**config.mk**
```make
export PLATFORM = sky130hd
export DESIGN_NAME = wash_timer
export DESIGN_NICKNAME = d
export VERILOG_FILES = /design/src/rtl/wash_timer.sv
export SDC_FILE = /design/constraint.sdc
export NUM_CORES = 1
export LEC_CHECK = 0
export ABC_AREA = 1
export CAP_MARGIN = 20
export CORE_MARGIN = 4
export CORE_UTILIZATION = 40
export CTS_CLUSTER_SIZE = 24
export DETAILED_ROUTE_END_ITERATION = 10
export SETUP_SLACK_MARGIN = 0.3
export SLEW_MARGIN = 10
export SYNTH_ARGS = -nofsm -noshare
export SYNTH_HDL_FRONTEND = slang
export SYNTH_SLANG_ARGS = --single-unit
```
**constraint.sdc**
```tcl
create_clock -name clk -period 2.8 [get_ports clk]
set_input_delay 0.56 -clock clk [delete_from_list [all_inputs] [get_ports clk]]
set_output_delay 0.56 -clock clk [all_outputs]
set_load 0.1 [all_outputs]
```
**src/rtl/wash_timer.sv**
```systemverilog
// wash_timer: countdown timekeeper for the washer display (min/sec/tenths).
// Loads a duration, counts down in 0.1 s ticks, supports pause/resume.
//
// Ports:
//   clk, rst            24 MHz clock, synchronous active-high reset
//   load                pulse: load load_min/load_sec (clamped), tenths = 0
//   load_min, load_sec  binary minutes / seconds to load
//   start               pulse: begin countdown from IDLE, or resume from PAUSE
//   pause               pulse: freeze countdown while running
//   minute, second      binary minutes / seconds remaining
//   second_p            tenths of a second remaining
//   running             high while counting down
//   expired             high while the countdown has reached zero
//   done                one-cycle pulse on reaching zero
module wash_timer #(
  parameter int TICK_DIV = 2400000,
  parameter int MAX_MIN  = 99
) (
  input  logic       clk,
  input  logic       rst,
  input  logic       load,
  input  logic [7:0] load_min,
  input  logic [7:0] load_sec,
  input  logic       start,
  input  logic       pause,
  output logic [7:0] minute,
  output logic [7:0] second,
  output logic [3:0] second_p,
  output logic       running,
  output logic       expired,
  output logic       done
);

  localparam int PW = (TICK_DIV > 2) ? $clog2(TICK_DIV) : 1;
  localparam logic [PW-1:0] PRE_LAST = PW'(TICK_DIV - 1);
  localparam logic [7:0] MAXM = 8'(MAX_MIN);
  localparam logic [7:0] MAXS = 8'd59;

  typedef enum logic [1:0] {
    IDLE  = 2'd0,
    RUN   = 2'd1,
    PAUSE = 2'd2,
    DONE  = 2'd3
  } state_t;

  state_t          r_state;
  logic [7:0]      r_min;
  logic [7:0]      r_sec;
  logic [3:0]      r_ten;
  logic [PW-1:0]   r_pre;
  logic            r_running;
  logic            r_expired;
  logic            r_done;

  state_t          w_state_n;
  logic [7:0]      w_min_n;
  logic [7:0]      w_sec_n;
  logic [3:0]      w_ten_n;
  logic [PW-1:0]   w_pre_n;
  logic            w_done_n;

  logic [7:0]      w_ld_min;
  logic [7:0]      w_ld_sec;
  logic            w_nz;
  logic            w_tick;
  logic [7:0]      w_dmin;
  logic [7:0]      w_dsec;
  logic [3:0]      w_dten;
  logic            w_dzero;

  assign w_ld_min = (load_min > MAXM) ? MAXM : load_min;
  assign w_ld_sec = (load_sec > MAXS) ? MAXS : load_sec;
  assign w_nz     = (r_min != 8'd0) || (r_sec != 8'd0) || (r_ten != 4'd0);
  assign w_tick   = (r_pre == PRE_LAST);

  // Borrow chain: tenths -> seconds -> minutes.
  always_comb begin
    w_dmin = r_min;
    w_dsec = r_sec;
    w_dten = r_ten;
    if (r_ten != 4'd0) begin
      w_dten = r_ten - 4'd1;
    end else if (r_sec != 8'd0) begin
      w_dsec = r_sec - 8'd1;
      w_dten = 4'd9;
    end else if (r_min != 8'd0) begin
      w_dmin = r_min - 8'd1;
      w_dsec = MAXS;
      w_dten = 4'd9;
    end
    w_dzero = (w_dmin == 8'd0) && (w_dsec == 8'd0) && (w_dten == 4'd0);
  end

  always_comb begin
    w_state_n = r_state;
    w_min_n   = r_min;
    w_sec_n   = r_sec;
    w_ten_n   = r_ten;
    w_pre_n   = r_pre;
    w_done_n  = 1'b0;
    unique case (r_state)
      IDLE: begin
        if (load) begin
          w_min_n = w_ld_min;
          w_sec_n = w_ld_sec;
          w_ten_n = 4'd0;
          w_pre_n = '0;
        end else if (start && w_nz) begin
          w_state_n = RUN;
          w_pre_n   = '0;
        end
      end
      RUN: begin
        // The cycle pause is sampled still counts as run time, so the
        // prescaler advances (or ticks) before freezing.
        if (w_tick) begin
          w_pre_n = '0;
          w_min_n = w_dmin;
          w_sec_n = w_dsec;
          w_ten_n = w_dten;
          if (w_dzero) begin
            w_state_n = DONE;
            w_done_n  = 1'b1;
          end else if (pause) begin
            w_state_n = PAUSE;
          end
        end else begin
          w_pre_n = r_pre + PW'(1);
          if (pause) begin
            w_state_n = PAUSE;
          end
        end
      end
      PAUSE: begin
        if (load) begin
          w_state_n = IDLE;
          w_min_n   = w_ld_min;
          w_sec_n   = w_ld_sec;
          w_ten_n   = 4'd0;
          w_pre_n   = '0;
        end else if (start) begin
          // Prescaler kept so a partial tenth is not lost.
          w_state_n = RUN;
        end
      end
      DONE: begin
        if (load) begin
          w_state_n = IDLE;
          w_min_n   = w_ld_min;
          w_sec_n   = w_ld_sec;
          w_ten_n   = 4'd0;
          w_pre_n   = '0;
        end
      end
      default: begin
        w_state_n = IDLE;
      end
    endcase
  end

  always_ff @(posedge clk) begin
    if (rst) begin
      r_state   <= IDLE;
      r_min     <= 8'd0;
      r_sec     <= 8'd0;
      r_ten     <= 4'd0;
      r_pre     <= '0;
      r_running <= 1'b0;
      r_expired <= 1'b0;
      r_done    <= 1'b0;
    end else begin
      r_state   <= w_state_n;
      r_min     <= w_min_n;
      r_sec     <= w_sec_n;
      r_ten     <= w_ten_n;
      r_pre     <= w_pre_n;
      r_running <= (w_state_n == RUN);
      r_expired <= (w_state_n == DONE);
      r_done    <= w_done_n;
    end
  end

  assign minute   = r_min;
  assign second   = r_sec;
  assign second_p = r_ten;
  assign running  = r_running;
  assign expired  = r_expired;
  assign done     = r_done;

endmodule

```
# Word-level counts from Yosys, hierarchy flattened
# Index checks and enable logic that the tools add are counted.
# Widths: inputs -> output; s select.
# word_totals
in_bits,21
ff_bits,47
out_inout_bits,23
# classes
n_lt_le_gt_ge,2
reduce_logical,17
n_eq_ne,10
n_mux,35
n_addsub,4
n_bitwise,2
# op_table
operator,count
$mux 8,12
$mux 22,4
$pmux 22 s3,1
$pmux 8 s2,2
$add 22x1->22 const B,1
$eq 22x22->1 const B,1
$mux 4,5
$logic_not 8->1,2
$mux 2,8
$reduce_bool 8->1,2
$sub 8x1->8 const B,2
$gt 8x6->1 const B,1
$gt 8x7->1 const B,1
$pmux 2 s4,1
$pmux 4 s2,1
$eq 2x2->1 const B,3
$reduce_or 3->1,2
$eq 2x1->1 const B,2
$logic_not 4->1,1
$ne 2x1->1 const B,2
$reduce_and 2->1,2
$reduce_bool 4->1,1
$sub 4x1->4 const B,1
$logic_and 1x1->1,3
other kinds (7),9

# Logic depth before layout (Yosys ltp)
# Gate-level depths: netlist of run 1.
# logic_depth
word_depth,11
ltp_mapped,19
mapped_depth_nobuf,19

# Worst setup path after synthesis of run 1
# No wires, ideal clock.
# synth_path
path_type,reg2reg
start,"reg r_ten[0], in the netlist second_p[0]"
end,reg r_pre[21]
path_stages_with_launch,15
setup_time_ps,119
t_arrival_ps,2594
setup_slack_ps,87
period_less_slack_ps,2713
path_cell_list,dfxtp_1 > inv_1 > ha_1 > nand3_1 > inv_1 > nand3_1 > nand2_1 > nand3_1 > nand2_1 > inv_2 > nand4_1 > nor2_1 > nand2_1 > o21ai_0 > a21oi_1
# synth_via
elab_chain_cells,5
# synth_rtl
item,line_no,source
from (decl),49,logic [3:0] r_ten;
from (signal assigned),175,r_ten <= w_ten_n;
$reduce_bool 4->1,73,assign w_nz = (r_min != 8'd0) || (r_sec != 8'd0) || (r_ten != 4'd0);
$logic_or 1x1->1,73,
$logic_and 1x1->1,108,end else if (start && w_nz) begin
$ne 3x3->1 (no source line),--,
$reduce_and 2->1 (no source line),--,
to (signal assigned),176,r_pre <= w_pre_n;
to (decl),50,logic [PW-1:0] r_pre;
# No other way between the ends.
# A chain may end at the register's enable or synchronous reset.

# Worst setup path in the final report of run 1
# layout_path
start,"reg r_ten[0], in the netlist second_p[0]"
end,"reg r_running, in the netlist running"
# layout_via
elab_chain_cells,9
elab_cells_between_ends,20
classes_between,add/sub: 1; eq/ne: 1; mux: 10; reduce/logical: 8
# layout_rtl
item,line_no,source
"parallel branches: the longest is 7 deep, another holds $sub 4x1->4",--,
$pmux 2 s4 (*),101,unique case (r_state)
$eq 2x1->1 (*),177,r_running <= (w_state_n == RUN);
to (signal assigned),177,
to (decl),51,logic r_running;
# Mark *: on every way between the ends.

==> qor.yml, run 1 <==
power_frac_seq_pct: 37.6
critPathMaxStageDelay_ps: 340
dpl.hpwl_um: 5880
timing.final.hold_violations: 0
status: "complete, no violations"
coreArea_um2: 6910
drv_slew: 0
dieWidth_um: 93.2
power_switching_uw: 792
setup_violations: 0
rsz0062_at_grt: "false"
tns_ps: 0
setup.worst_path.start: "second_p[0]$_SDFFE_PP0P_"
viasPerCell: 5.10
die_area_um2: 8690
root_buffer: "clkbuf_8"
clock_power_share_pct: 25.4
grt.total_usage_pct: 18.0
max_freq_mhz: 436
fin_crit_sh_pct: 81.8
dr.pass1.iters: 5
clock_skew_ps: 4.47
swShare_pct: 40.3
synth.cell_area_um2: 2910
ys.flop_type: "dfxtp_1"
yosys_register_bits: 47
path_cells: "inv_1, ha_1, nand3_1, buf_4, nor2_4, nand2_2, nand2_1, nand2_1, o21ai_1, nand3_1, nor2_1, nand2_1, nand2_1, nand2_1, a21oi_1, nor2_1"
cts_sinks: 47
required_ps: 3000
worstPathArrival_ps: 2500
irDropWorstVdd_uv: 272
critPathSlowestCell: "dfxtp_2"
crit_top_cell: "nand2_1"
r2r_start: "second_p[0]$_SDFFE_PP0P_"
cts_hold_buf: 0
grt_pass1_vias: 2686
ys_types: 41
postRouteAntennaNets: 0
cts_tree: "done"
maxCapViolCount: 0
die_y_um: 93.2
synthCells: 458
ys_warn_count: 0
overflow: 0
ctsHtreeMaxLevel: 2
grt_max_degree: 19
drive_gt1_share_pct: 13.5
syn_area_per_cell_um2: 6.34
crit_end: "running$_SDFF_PP0_"
drc_errors: 0
synth_edf_count: 0
clockBufferDepth: 2
synth_nets: 483
reg2reg_to: "running$_SDFF_PP0_"
worstMarginPinSlew_ps: 547
comb_power_share_pct: 36.9
crit_fanout: 10
async_flop_share_pct: 0
grt_pass1_wl_um: 12700
n_antenna_cell: 0
fin_nets: 529
drt_wl_total_um: 7550
syn2layout_area_growth_pct: 21.4
placed_area_um2: 3400
power_density_nw_per_um2: 558
path_clk_slew_ps: 90
design_area_um2: 3530
slew_headroom_pct: 63.2
antenna_found_initial: 0
path_class: "flip-flop to flip-flop"
rrSetupSlack_ps: 510
vias: 3062
cts_made_buffers: 5
num_rows: 30
fin_crit_ps: 2290
start_kind: "flip-flop"
io_pins: 44
synth-seq-area-share_pct: 32.4
start_util_pct: 42.1
gp_congestion: 0.852
fill_cells: 740
insertion_delay_ps: 300
portBuffers: 43
post-route-util_pct: 51.1
rr_worst_depth: 16
hp-class: "flip-flop to flip-flop"
p_int_uw: 1170
drt_iter0_markers: 190
end_kind: "flip-flop"
wl_per_cell_um: 12.6
p_leak_uw: 0.00151
-- kinds of logic (layout without fill, tap and decap cells) --
kind of cell / Yosys count / count (layout) / share of synthesized area, %
adder cells (fa/ha/maj): 4 / 4 / 1.72
AO/OA/AOI/OAI: 89 / 89 / 17.7
AND/OR/NAND/NOR: 234 / 234 / 35.8
XOR/XNOR: 5 / 5 / 1.51
buffers and inverters: 79 / 125 / 10.9
flip-flops: 47 / 47 / 32.4
-- synth_stat cells, types with 2 or more instances --
cell        n  area share [%]
nand2_1   108              14
inv_1      62             8.0
nor2_1     53             6.8
dfxtp_1    47              32
o21ai_0    33             5.7
nand3_1    31             5.3
a21oi_1    30             5.2
nand4_1    13             2.8
nor3_1      8             1.4
o32ai_1     7             2.1
buf_2       6             1.0
clkbuf_1    5            0.65
a31oi_1     4            0.86
ha_1        4             1.7
nor2_2      4            0.86
xor2_1      4             1.2
a221oi_1    3            0.90
inv_2       3            0.39
nand2_2     3            0.65
nor4_1      3            0.65
a211oi_1    2            0.52
nor2_4      2            0.78
nor3b_1     2            0.52
o21a_1      2            0.52
o22ai_1     2            0.43
or2_2       2            0.43
-- layout by cell type (no fill, tap or decap), drive strengths merged, types with 3 or more instances in the layout --
cell,count
nand2,111
inv,65
nor2,59
dfxtp,47
o21ai,35
buf,33
nand3,31
a21oi,31
clkdlybuf4s50,20
nand4,13
nor3,9
o32ai,7
clkbuf,5
a31oi,4
xor2,4
ha,4
a221oi,3
nor4,3
or2,3
-- per-stage QoR --
step	total power [uW]	worst slack (ps)	hold WS, ps	instances
global placement	1470	432	457	592
global route	2090	287	509	600
detailed placement	1480	363	476	592
floorplan	1300	374	443	458
CTS	1980	429	498	599
finish	1970	509	499	600
-- worst min-delay path by stage --
stage / from / cells past startpoint / to / slack (ps)
2_1_floorplan: r_pre[11]$_SDFFE_PP0P_ / 1 / r_pre[11]$_SDFFE_PP0P_ / 440
3_3_place_gp: r_pre[11]$_SDFFE_PP0P_ / 1 / r_pre[11]$_SDFFE_PP0P_ / 460
3_5_place_dp: r_pre[11]$_SDFFE_PP0P_ / 1 / r_pre[11]$_SDFFE_PP0P_ / 480
4_1_cts: r_pre[11]$_SDFFE_PP0P_ / 1 / r_pre[11]$_SDFFE_PP0P_ / 500
5_1_grt: r_pre[11]$_SDFFE_PP0P_ / 1 / r_pre[11]$_SDFFE_PP0P_ / 510
6_report: r_pre[5]$_SDFFE_PP0P_ / 2 / r_pre[5]$_SDFFE_PP0P_ / 500
-- power by group through the flow --
stage               logic, uW  registers, uW  clock network (uW)
finish                    727            741                 500
global placement          719            756                   0
detailed placement        720            756                   0
CTS                       722            741                 519
global route              801            746                 547
floorplan                 352            952                   0
-- metal layers --
layer	vias to the layer above	routed length (um)	track usage, %
li1	1602	-	-
met1	1370	3880	27.6
met2	76	3180	25.8
met3	14	360	2.82
met4	0	125	4.88
met5	-	0	0
-- sequential cells by signal (all words and copies together), names as in the netlist --
name,flops
r_pre,22
expired,1
minute,8
second,8
done,1
r_state,2
running,1
second_p,4
-- area by class of cell --
cell class                 count  area (um^2)  share of cell area (%)
inverter                      65          244                    6.92
clock inverter                 2         37.5                    1.06
sequential                    47          948                    26.9
timing repair buffer          53          452                    12.8
tap                           96          120                    3.41
clock buffer                   5         68.8                    1.95
multi-input combinational    332         1660                    47.0
-- repair_timing --
| item | in CTS | in global routing |
|---|---|---|
| setup endpoints to repair | 0 | 14 |
| gates resized for setup | 0 | 5 |
| buffers inserted | 0 | 1 |
-- worst max-delay path, delay by kind of cell (launching register included) --
| family | cells | cell delay [ps] |
|---|---|---|
| AO/OA/AOI/OAI | 2 | 330 |
| adder cells (fa/ha/maj) | 1 | 220 |
| buffers and inverters | 2 | 310 |
| AND/OR/NAND/NOR | 11 | 990 |
| flip-flops | 1 | 340 |
Note: power is estimated with default switching activity, not from simulation.
==> run 2, diff against run 1 <==
- clock period: 2.8 -> 1.9 ns (I/O delays scaled with it)
==> run 2 against run 1 <==
Compared with the run above:
- the run now ends with setup timing left
- clock skew increased by 2.8 ps
- sequential power increased by 44%
- sequential cell count unchanged
- setup slack got worse by 840 ps
- cell count increased by 19%
- first-iteration DRC count decreased by 25%
- total power increased by 88%
- design area increased by 47%
- fmax increased by 2.9%
- largest power group is now combinational logic
==> qor.yml, run 2 (same netlist as run 1, synthesis figures left out) <==
slew_headroom_pct: 70.0  # was 63.2%
postRouteAntennaNets: 0  # unchanged
irDropWorstVdd_uv: 439  # was 272 uV
grt_pass1_wl_um: 15900  # was 12700 um
cts_made_buffers: 5  # unchanged
p_leak_uw: 0.00226  # was 0.00151 uW
grt_pass1_vias: 3527  # was 2686
fin_nets: 639  # was 529
root_buffer: "clkbuf_8"  # unchanged
cts_tree: "done"  # unchanged
antenna_found_initial: 0  # unchanged
critPathSlowestCell: "dfxtp_4"  # was dfxtp_2
worstMarginPinSlew_ps: 448  # was 547 ps
swShare_pct: 39.6  # was 40.3%
cts_sinks: 47  # unchanged
rsz0062_at_grt: "true"  # was false
clock_skew_ps: 7.27  # was 4.47 ps
tns_ps: -1800  # was 0 ps
violations: "setup timing"
drc_errors: 0  # unchanged
dr.pass1.iters: 4  # was 5
vias: 3636  # was 3062
rrSetupSlack_ps: -330  # was 510 ps
holdWs_ps: 493  # was 499 ps
critPathMaxStageDelay_ps: 370  # was 340 ps
drv_slew: 0  # unchanged
dieWidth_um: 93.2  # unchanged
worstPathArrival_ps: 2480  # was 2500 ps
crit_top_cell: "nand2_2"  # was nand2_1
fin_crit_ps: 2230  # was 2290 ps
start_util_pct: 42.1  # unchanged
syn2layout_area_growth_pct: 78.2  # was 21.4%
top_register: "r_pre"  # unchanged
power_frac_seq_pct: 29.0  # was 37.6%
overflow: 0  # unchanged
ctsHtreeMaxLevel: 2  # unchanged
final_cell_mix: "buf_4 (116), nand2_1 (90), inv_1 (54)"  # was nand2_1 (108), inv_1 (61), nor2_1 (51)
path_class: "flip-flop to flip-flop"  # unchanged
path_cells: "inv_4, ha_4, nand2_4, nor2_4, buf_6, clkbuf_16, nand2_4, nand2_2, nand2_1, o21ai_1, nand3_1, nor2_1, nand2_1, nand2_1, nand2_2, nand2_2, nand2_2, nor2_2"  # was inv_1, ha_1, nand3_1, buf_4, nor2_4, nand2_2, nand2_1, nand2_1, o21ai_1, nand3_1, nor2_1, nand2_1, nand2_1, nand2_1, a21oi_1, nor2_1
portBuffers: 43  # unchanged
largest_reg_flops: 22  # unchanged
required_ps: 2150  # was 3000 ps
wl_per_cell_um: 13.8  # was 12.6 um
p_int_uw: 2230  # was 1170 uW
crit_family: "simple AND/OR/NAND/NOR gates"  # unchanged
num_rows: 30  # unchanged
die_y_um: 93.2  # unchanged
critPathBufInv: 3  # was 2
power.total_uw: 3690  # was 1970 uW
die_area_um2: 8690  # unchanged
io_pins: 44  # unchanged
drt_iter0_markers: 143  # was 190
viasPerCell: 5.11  # was 5.10
clockBufferDepth: 2  # unchanged
status: "finished, violations left"  # was complete, no violations
timing.final.hold_violations: 0  # unchanged
comb_power_share_pct: 51.6  # was 36.9%
grt.total_usage_pct: 22.4  # was 18.0%
maxCapViolCount: 0  # unchanged
power_density_nw_per_um2: 713  # was 558 nW/um^2
fin_crit_sh_pct: 117  # was 81.8%
drt_wl_total_um: 9840  # was 7550 um
coreArea_um2: 6910  # unchanged
start_kind: "flip-flop"  # unchanged
max_freq_mhz: 449  # was 436 MHz
hp-class: "flip-flop to flip-flop"  # unchanged
end_kind: "flip-flop"  # unchanged
crit_fanout: 5  # was 10
grt_max_degree: 17  # was 19
path_clk_slew_ps: 100  # was 90 ps
gp_congestion: 0.910  # was 0.852
drive_gt1_share_pct: 44.2  # was 13.5%
insertion_delay_ps: 310  # was 300 ps
setup_violations: 14  # was 0
layout_commonest_cell: "buf_4"  # was nand2_1
clock_power_share_pct: 19.4  # was 25.4%
dpl.hpwl_um: 7040  # was 5880 um
power_switching_uw: 1460  # was 792 uW
n_antenna_cell: 0  # unchanged
cts_hold_buf: 0  # unchanged
fin_ws_ps: -327  # was 509 ps
run 2: layout make-up:
class / instances / area (um^2)
multi-input cells: 332 / 2060
fillers: 565 / 1730
repair buffers: 163 / 1600
flip-flops and latches: 47 / 1020
inverters: 65 / 272
well taps: 96 / 120
clock buffers: 7 / 97.6
clock inverters: 1 / 6.26
run 2: metal layers:
| layer | wire, um | vias up | global-route usage, % |
|---|---|---|---|
| li1 | - | 1826 | - |
| met1 | 4050 | 1691 | 26.8 |
| met2 | 5090 | 94 | 40.0 |
| met3 | 486 | 25 | 4.34 |
| met4 | 208 | 0 | 7.33 |
| met5 | 0 | - | 0 |
run 2: stage by stage:
step	std cells	setup WS [ps]	instance area (um^2)	util [%]
global route	711	-449	5180	75.0
finish	711	-327	5180	75.0
CTS	702	-188	4950	71.6
floorplan	458	-66.4	3210	-
detailed placement	683	-207	4540	65.8
global placement	683	-125	4540	65.8
run 2: final timing paths:
kind | startpoint | to | depth (start not counted)
max | second[1]$_SDFFE_PP0P_ | r_state[1]$_SDFF_PP0_ | 18
min | r_pre[11]$_SDFFE_PP0P_ | r_pre[11]$_SDFFE_PP0P_ | 1
max reg2reg | second[1]$_SDFFE_PP0P_ | r_state[1]$_SDFF_PP0_ | 18
min reg2reg | r_pre[11]$_SDFFE_PP0P_ | r_pre[11]$_SDFFE_PP0P_ | 1
run 2: timing repair:
item                                    CTS  global route
pin swaps                                11            24
gates cloned                              3             1
buffers inserted                          8             8
endpoints found under the setup margin   47            47
gates resized for setup                  41            35
hold endpoints to repair                  0             0
run 2: power groups by stage:
stage          Combinational [uW]  Clock [uW]  Sequential (uW)
6_report                     1900         716             1070
5_1_grt                      2040         772             1080
4_1_cts                      1740         730             1070
3_5_place_dp                 1580           0             1090
3_3_place_gp                 1570           0             1090
2_1_floorplan                 604           0             1410
